File: config.mk
export PLATFORM = sky130hd
export DESIGN_NAME = pipeline_hazard_ctrl
export DESIGN_NICKNAME = d
export VERILOG_FILES = /design/src/rtl/pipeline_hazard_ctrl.sv
export SDC_FILE = /design/constraint.sdc
export NUM_CORES = 1
export LEC_CHECK = 0
export BUFFER_PORTS_ARGS = -buffer_cell sky130_fd_sc_hd__buf_4
export CORE_ASPECT_RATIO = 1.4
export CORE_MARGIN = 3
export CORE_UTILIZATION = 42
export DETAILED_ROUTE_END_ITERATION = 8
export PLACE_DENSITY = 0.92
export SLEW_MARGIN = 25
export SYNTH_ARGS = -nofsm -noshare
export SYNTH_HDL_FRONTEND = slang
export SYNTH_SLANG_ARGS = --single-unit
File: constraint.sdc
create_clock -name clk_i -period 4 [get_ports clk_i]
set_clock_uncertainty 0.05 [all_clocks]
set_input_delay 0.4 -clock clk_i [delete_from_list [all_inputs] [get_ports clk_i]]
set_output_delay 0.4 -clock clk_i [all_outputs]
set_load 0.02 [all_outputs]
File: src/rtl/pipeline_hazard_ctrl.sv
// pipeline_hazard_ctrl: central stall/flush sequencer for the 5-stage pipeline.
// Generates PC / IF/ID / ID/EX / EX/MEM / MEM/WB enables and flushes. It handles
// load-use hazards, taken-branch flushes and data-memory wait freezes, and
// detects a memory timeout.
// Optional build macro: PERF_CNT_EN adds saturating stall/flush counters.
// Without it, stallCycles_o and flushCount_o are tied to zero.
//
// Memory handshake: memReq_o follows memAccess_i, except in ERROR. An access
// completes in the cycle where memAccess_i (or an outstanding MEM_WAIT) and
// memReady_i are both high. Until then the pipeline is frozen. memReady_i may
// rise in any cycle, and no request is dropped while it stays low.
module pipeline_hazard_ctrl #(
  parameter int REG_ADDR_W = 5,
  parameter int WAIT_MAX   = 15,
  parameter int WAIT_W     = 4,
  parameter int PERF_W     = 16
) (
  input  logic                  clk_i,
  input  logic                  rst_i,
  input  logic [REG_ADDR_W-1:0] idRs_i,
  input  logic [REG_ADDR_W-1:0] idRt_i,
  input  logic                  exMemRead_i,
  input  logic [REG_ADDR_W-1:0] exWriteAddrReg_i,
  input  logic                  branchTaken_i,
  input  logic                  memAccess_i,
  input  logic                  memReady_i,
  output logic                  pcWrite_o,
  output logic                  ifIdWrite_o,
  output logic                  ifIdFlush_o,
  output logic                  idExFlush_o,
  output logic                  exMemWrite_o,
  output logic                  mwWrite_o,
  output logic                  memReq_o,
  output logic                  memTimeout_o,
  output logic [PERF_W-1:0]     stallCycles_o,
  output logic [PERF_W-1:0]     flushCount_o,
  output logic [1:0]            stateDbg_o
);

  typedef enum logic [1:0] {
    RUN      = 2'd0,
    MEM_WAIT = 2'd1,
    ERROR    = 2'd2
  } state_t;

  localparam logic [WAIT_W-1:0] WAIT_LIMIT = WAIT_W'(WAIT_MAX);

  state_t            state;
  state_t            stateNext;
  logic [WAIT_W-1:0] waitCnt;
  logic [WAIT_W-1:0] waitCntNext;
  logic              timeoutQ;
  logic              timeoutNext;
  logic              freeze;
  logic              loadUse;

  // Hazard and freeze detection from registered state and current inputs.
  // Register $0 is hardwired to zero, so a load to it never stalls.
  always_comb begin
    loadUse = exMemRead_i && (exWriteAddrReg_i != '0) &&
              ((exWriteAddrReg_i == idRs_i) || (exWriteAddrReg_i == idRt_i));
    freeze  = ((state == RUN) && memAccess_i && !memReady_i) ||
              ((state == MEM_WAIT) && !memReady_i) ||
              (state == ERROR);
  end

  // State, wait counter and sticky timeout registers.
  always_ff @(posedge clk_i or posedge rst_i) begin
    if (rst_i) begin
      state    <= RUN;
      waitCnt  <= '0;
      timeoutQ <= 1'b0;
    end else begin
      state    <= stateNext;
      waitCnt  <= waitCntNext;
      timeoutQ <= timeoutNext;
    end
  end

  // Next-state logic and stage controls. Outputs are forced low while reset is held.
  always_comb begin
    stateNext    = state;
    waitCntNext  = waitCnt;
    timeoutNext  = timeoutQ;
    pcWrite_o    = 1'b0;
    ifIdWrite_o  = 1'b0;
    ifIdFlush_o  = 1'b0;
    idExFlush_o  = 1'b0;
    exMemWrite_o = 1'b0;
    mwWrite_o    = 1'b0;
    memReq_o     = 1'b0;

    case (state)
      RUN: begin
        if (memAccess_i && !memReady_i) begin
          stateNext   = MEM_WAIT;
          waitCntNext = WAIT_W'(1);
        end
      end
      MEM_WAIT: begin
        if (memReady_i) begin
          stateNext   = RUN;
          waitCntNext = '0;
        end else if (waitCnt == WAIT_LIMIT) begin
          stateNext   = ERROR;
          timeoutNext = 1'b1;
        end else begin
          waitCntNext = waitCnt + WAIT_W'(1);
        end
      end
      ERROR: begin
        stateNext = ERROR;
      end
      default: begin
        stateNext   = RUN;
        waitCntNext = '0;
      end
    endcase

    if (!rst_i) begin
      memReq_o = memAccess_i && (state != ERROR);
      if (!freeze) begin
        if (branchTaken_i) begin
          // The younger instruction is discarded anyway, so the branch wins over load-use.
          pcWrite_o    = 1'b1;
          ifIdWrite_o  = 1'b1;
          ifIdFlush_o  = 1'b1;
          idExFlush_o  = 1'b1;
          exMemWrite_o = 1'b1;
          mwWrite_o    = 1'b1;
        end else if (loadUse) begin
          // One bubble: next cycle the load is in MEM and no longer matches.
          idExFlush_o  = 1'b1;
          exMemWrite_o = 1'b1;
          mwWrite_o    = 1'b1;
        end else begin
          pcWrite_o    = 1'b1;
          ifIdWrite_o  = 1'b1;
          exMemWrite_o = 1'b1;
          mwWrite_o    = 1'b1;
        end
      end
    end
  end

  assign memTimeout_o = timeoutQ;
  assign stateDbg_o   = state;

`ifdef PERF_CNT_EN
  logic [PERF_W-1:0] stallCnt;
  logic [PERF_W-1:0] flushCnt;
  logic              stallEvent;
  logic              flushEvent;

  // A stall cycle is either a freeze or an applied load-use bubble.
  always_comb begin
    stallEvent = freeze || (loadUse && !branchTaken_i);
    flushEvent = !freeze && branchTaken_i;
  end

  // Saturating performance counters.
  always_ff @(posedge clk_i or posedge rst_i) begin
    if (rst_i) begin
      stallCnt <= '0;
      flushCnt <= '0;
    end else begin
      if (stallEvent && (stallCnt != '1)) stallCnt <= stallCnt + PERF_W'(1);
      if (flushEvent && (flushCnt != '1)) flushCnt <= flushCnt + PERF_W'(1);
    end
  end

  assign stallCycles_o = stallCnt;
  assign flushCount_o  = flushCnt;
`else
  assign stallCycles_o = '0;
  assign flushCount_o  = '0;
`endif

endmodule
==> results of run 1 <==
==> path summary, 6_finish.rpt <==
check / from / to / slack (ns) / cells past startpoint
max in group asynchronous: rst_i / waitCnt[3]$_DFFE_PP0P_ / 3.62 / 2
setup reg to reg: waitCnt[0]$_DFFE_PP0P_ / waitCnt[0]$_DFFE_PP0P_ / 2.39 / 5
setup / recovery: stateDbg_o[0]$_DFFE_PP0P_ / idExFlush_o / 1.68 / 5
hold / removal: rst_i / memTimeout_o$_DFFE_PP0P_ / 0.07 / 2
hold reg to reg: memTimeout_o$_DFFE_PP0P_ / memTimeout_o$_DFFE_PP0P_ / 0.44 / 1
min in group clk_i: memReady_i / waitCnt[0]$_DFFE_PP0P_ / 0.35 / 2
==> registers in the layout (all words and copies together), names as in the netlist <==
signal / cells
memTimeout_o: 1
stateDbg_o: 2
waitCnt: 4
==> cells by family (layout without fill, tap and decap cells) <==
kind of cell               after synthesis  after routing
muxes                                    1              1
other                                    1             32
DFF                                      7              7
and+or+nand+nor                         19             19
AOI/OAI and AO/OA                       20             20
xor gates and xnor gates                10             10
buffers and inverters                   37             35
adders and majority gates                1              1
==> cells in the final DEF, fill, tap and decap left out <==
cell      count
conb_1       32
buf_4        30
xor2_1       10
dfrtp_1       7
nand2_1       5
a21oi_1       5
o21ai_1       3
nor2_1        3
clkbuf_4      3
a211oi_1      2
a31o_1        2
nor3_1        2
nor2_4        1
and3_1        1
or2_4         1
nand4_1       1
a31oi_1       1
inv_1         1
and2b_4       1
nor3b_1       1
a211oi_4      1
a22oi_1       1
or4_1         1
o211ai_1      1
and2_4        1
o21bai_1      1
o31a_1        1
nor3b_2       1
o32ai_1       1
mux2i_1       1
o22ai_1       1
ha_1          1
clkbuf_1      1
==> metrics by stage <==
step	utilization	hold WS, ns	instances	setup slack, ns
final	0.527	0.0701	145	1.68
after global routing	0.527	0.0752	145	1.52
after CTS	0.527	0.0699	145	1.68
after detailed placement	0.513	0.339	141	1.95
after global placement	0.513	0.315	141	2.03
after floorplan	-	0.153	127	1.86
==> layout make-up <==
| type | instances | area, um^2 |
|---|---|---|
| clock buffer | 4 | 26.3 |
| tap | 20 | 25.0 |
| fill | 176 | 852 |
| inverter | 1 | 3.75 |
| multi-input combinational | 83 | 494 |
| timing repair buffer | 30 | 225 |
| sequential | 7 | 175 |
==> report_power, final <==
part	leakage [nW]	internal, mW	switching [mW]	total (mW)
Sequential	0.0935	0.0756	0.00867	0.0843
Combinational	0.385	0.0363	0.0606	0.0969
Clock	0.0150	0.0379	0.0229	0.0608
Total	0.493	0.150	0.0922	0.242
==> per-layer routing <==
metal / part of all wire / vias to the layer above / track usage / wire (um)
met2: 0.53 / 48 / 0.239 / 903
met1: 0.32 / 317 / 0.143 / 539
met5: 0 / - / 0 / 0
li1: - / 321 / - / -
met3: 0.15 / 2 / 0.0428 / 253
met4: 0.0059 / 0 / 0.0474 / 10
==> impl_metrics.yaml, run 1 <==
outcome:
  status: "completed"
sta:
  finalSetupTns_ns: 0
  setup_viol: 0
  period_needed_ns: 2.32
  period_share: 0.579
  fmax_ghz: 0.432
  rsz0062_at_grt: "false"
  hold_violations: 0
  maxSlewViolCount: 0
synth:
  synth_compound_area_frac: 0.177
  ys_ff_latch: 7
  synth-xor-area-share: 0.107
  synth_edf_count: 0
  yosysTopAreaCell: "buf_4"
  yosys_warnings: 0
  synthDominantCellAreaShare: 0.311
  synthMuxAreaShare: 0.0122
  synth_async_sr_flop_share: 1.00
  netlist_area_um2: 822
  postSynthAreaPerCell_um2: 8.56
  synthTopCellsByArea: "buf_4 31%, dfrtp_1 21%, xor2_1 11%"
  synthAdderAreaFrac: 0.0152
  synth.distinct_cells: 32
  synth_common_cells: "34 x buf_4, 10 x xor2_1, 7 x dfrtp_1"
  synth_top_family_by_area: "buffers and inverters"
  ys.flop_type: "dfrtp_1"
  synth_most_common_cell: "buf_4"
  synth_simple_gate_area_share: 0.145
  yosysSeqAreaShare: 0.213
  synthCells: 96
clocking:
  clk_pin_slew_ns: 0.05
  cts_setup_buffers: 0
  cts-htree-levels: 1
  hold_buffers: 0
  clockRootBuffer: "clkbuf_4"
  cts_resized: 0
  clkSinkCount: 7
  ctsLongestPathBuffers: 2
  cts_made_buffers: 3
  cts_tree: "built"
  insertion_delay_ns: 0.24
placed_design:
  place_area_um2: 923
  place_hpwl_um: 1470
  io_buffers: 30
  gp_congestion: 0.663
die:
  num_rows: 18
  die_h_um: 58.3
  coreArea_mm2: 0.00180
  initial_utilization: 0.456
  die_x_um: 43.4
  io_pins: 63
  die_area_mm2: 0.00253
worst_setup_path:
  cp_slowest_cell: "dfrtp_1"
  critPathTopFamily: "flip-flops"
  arrival_ns: 1.87
  cp_cell_sequence: "or2_4, a211oi_4, and2_4, o21bai_1, buf_4"
  path_buf_inv: 1
  cp_slowest_stage_delay_ns: 0.52
  criticalPathCategory: "reg -> out"
  end_kind: "output port"
  path_max_fanout: 15
  required_ns: 3.55
  cp-start-kind: "register"
final_layout:
  fin_area_um2: 950
  area_growth_pct: 15.5
  drive_gt1_frac: 0.312
  nets: 148
  antenna_cells: 0
drt:
  wl_um: 1710
  via_count: 688
  drt_pre_antenna_iters: 4
  drtAntennaViolNets: 0
  wire_per_inst_um: 11.8
  vias_per_cell: 4.74
  drc: 0
  dr.first_iter.drc_count: 16
power_and_ir_drop:
  power.total_mw: 0.242
  leakage_nw: 0.493
  vdd_ir_drop_max_v: 0.000160
  p_per_area_mw_per_mm2: 255
job:
  max_cap_violations: 0
global_route:
  grt_pass1_vias: 623
  grt_max_degree: 16
  grt_overflow_total: 0
  grt_pass1_wl_um: 2580
  track_usage: 0.133
  antenna_found_initial: 0
min_path:
  hold_path_class: "in -> async"
No activity file was read; power rests on OpenSTA's default activity.
==> inputs of run 2 (changes only) <==
--- a/config.mk
+++ b/config.mk
@@ -8,9 +8,9 @@
 export BUFFER_PORTS_ARGS = -buffer_cell sky130_fd_sc_hd__buf_4
 export CORE_ASPECT_RATIO = 1.4
 export CORE_MARGIN = 3
-export CORE_UTILIZATION = 42
+export CORE_UTILIZATION = 39
 export DETAILED_ROUTE_END_ITERATION = 8
-export PLACE_DENSITY = 0.92
+export PLACE_DENSITY = 0.87
 export SLEW_MARGIN = 25
 export SYNTH_ARGS = -nofsm -noshare
 export SYNTH_HDL_FRONTEND = slang
==> constraint.sdc (replaced) <==
create_clock -name clk_i -period 2.2 [get_ports clk_i]
set_clock_uncertainty 0.05 [all_clocks]
set_input_delay 0.22 -clock clk_i [delete_from_list [all_inputs] [get_ports clk_i]]
set_output_delay 0.22 -clock clk_i [all_outputs]
set_load 0.02 [all_outputs]
==> run 2 against run 1 <==
Net effect:
- critical endpoint unchanged
- global-route usage down 0.37 points
- utilization down 3.9 points
- routed wire length up 4.0%
==> impl_metrics.yaml, run 2 (synthesis gave the netlist of run 1 again) <==
outcome:
  status: "completed"
clocking:
  cts-htree-levels: 1
  cts_made_buffers: 3
  cts_tree: "built"
  clkSinkCount: 7
  clk_pin_slew_ns: 0.05
  ctsLongestPathBuffers: 2
  insertion_delay_ns: 0.25
  clockRootBuffer: "clkbuf_4"
  cts_setup_buffers: 0
power_and_ir_drop:
  p_per_area_mw_per_mm2: 462
  combPwrFrac: 0.398
  vdd_ir_drop_max_v: 0.000324
  p_sw_frac: 0.384
  p_seq_frac: 0.345
  p_int_mw: 0.274
  p_switching_mw: 0.171
  clockPowerShare: 0.257
  leakage_nw: 0.496
die:
  initial_utilization: 0.417
  io_pins: 63
  die_h_um: 60.3
  coreArea_mm2: 0.00197
  die_area_mm2: 0.00270
  die_x_um: 44.8
  num_rows: 19
worst_setup_path:
  cp_cell_sequence: "or2_4, a211oi_4, and2_4, o21bai_1, buf_4"
  r2r_start: "waitCnt[0]$_DFFE_PP0P_"
  reg2reg_slack_ns: 0.60
  reg2reg_to: "waitCnt[0]$_DFFE_PP0P_"
  cp_slowest_stage_delay_ns: 0.49
  end_kind: "output port"
  required_ns: 1.93
  criticalPathCategory: "reg -> out"
  critPathTopFamily: "simple AND/OR/NAND/NOR gates"
  cp-start-kind: "register"
  path_buf_inv: 1
  cp_slowest_cell: "dfrtp_2"
  arrival_ns: 1.80
  reg2regPathDepth: 5
  path_max_fanout: 15
sta:
  rsz0062_at_grt: "false"
  period_share: 0.939
  period_needed_ns: 2.07
  fmax_ghz: 0.484
  finalSetupTns_ns: 0
  maxSlewViolCount: 0
  setup_viol: 0
  hold_violations: 0
final_layout:
  fin_area_um2: 962
  antenna_cells: 0
  nFillCells: 195
  area_growth_pct: 17.0
  largest_reg_flops: 4
  regMostFlops: "waitCnt"
  drive_gt1_frac: 0.317
  nets: 149
  multiInputGateArea_um2: 494
  register_area_um2: 176
  final_cell_mix: "32 x conb_1, 30 x buf_4, 10 x xor2_1, 6 x dfrtp_1"
  layout_commonest_cell: "conb_1"
drt:
  drc: 0
  via_count: 689
  wire_per_inst_um: 12.1
  wl_um: 1770
  drt_pre_antenna_iters: 4
  dr.first_iter.drc_count: 6
  drtAntennaViolNets: 0
  vias_per_cell: 4.69
global_route:
  met2_usage: 0.251
  antenna_found_initial: 0
  grt_pass1_vias: 620
  globalRouteMet3Util: 0.0422
  grt_max_degree: 16
  track_usage: 0.129
  use_met1: 0.115
  busiest_layer: "met2"
  grt_overflow_total: 0
  grt_pass1_wl_um: 2550
min_path:
  hold_end: "waitCnt[0]$_DFFE_PP0P_"
  hold_path_depth: 2
  hold_start: "memReady_i"
  hold_path_class: "in -> reg"
placed_design:
  io_buffers: 30
  gp_congestion: 0.742
  place_hpwl_um: 1470
  place_area_um2: 925
job:
  max_cap_violations: 0
## run 2: routing by layer
layer,up-vias,routed length (um)
met4,0,7
met3,2,292
li1,324,-
met5,-,0
met2,49,928
met1,314,546
## run 2: metrics by stage
step	util	total power, mW	hold WS [ns]	std cells	worst slack, ns
after floorplan	-	0.313	-0.0266	127	0.238
after global routing	0.488	0.475	0.134	147	0.0413
after detailed placement	0.469	0.330	0.153	142	0.328
after CTS	0.487	0.449	0.141	147	0.0571
after global placement	0.469	0.322	0.138	142	0.399
final	0.488	0.445	0.148	147	0.134
## run 2: power by group through the flow
stage	clock network, mW	logic, mW	registers, mW
2_1_floorplan	0	0.162	0.151
3_3_place_gp	0	0.169	0.153
3_5_place_dp	0	0.174	0.155
4_1_cts	0.119	0.176	0.153
5_1_grt	0.129	0.192	0.155
6_report	0.114	0.177	0.154
## run 2: how the worst max path moves through the flow
stage          cells past startpoint          end                 startpoint  slack, ns
2_1_floorplan                      4    pcWrite_o  stateDbg_o[0]$_DFFE_PP0P_       0.24
3_3_place_gp                       5  idExFlush_o  stateDbg_o[0]$_DFFE_PP0P_       0.40
3_5_place_dp                       5  idExFlush_o  stateDbg_o[0]$_DFFE_PP0P_       0.33
4_1_cts                            5  idExFlush_o  stateDbg_o[0]$_DFFE_PP0P_       0.06
5_1_grt                            5  idExFlush_o  stateDbg_o[0]$_DFFE_PP0P_       0.04
6_report                           5  idExFlush_o  stateDbg_o[0]$_DFFE_PP0P_       0.13
## run 2: cell type report
class	count	share of cell area
Inverter	1	0.00390
Clock buffer	4	0.0273
Multi-Input combinational cell	83	0.514
Sequential cell	7	0.183
Timing Repair Buffer	31	0.244
Tap cell	21	0.0273
## run 2: repair_timing
item                       in CTS  in global routing
hold endpoints to repair        7                  0
gates resized for setup         0                  1
setup endpoints to repair       0                  1
hold buffers                    1                  0
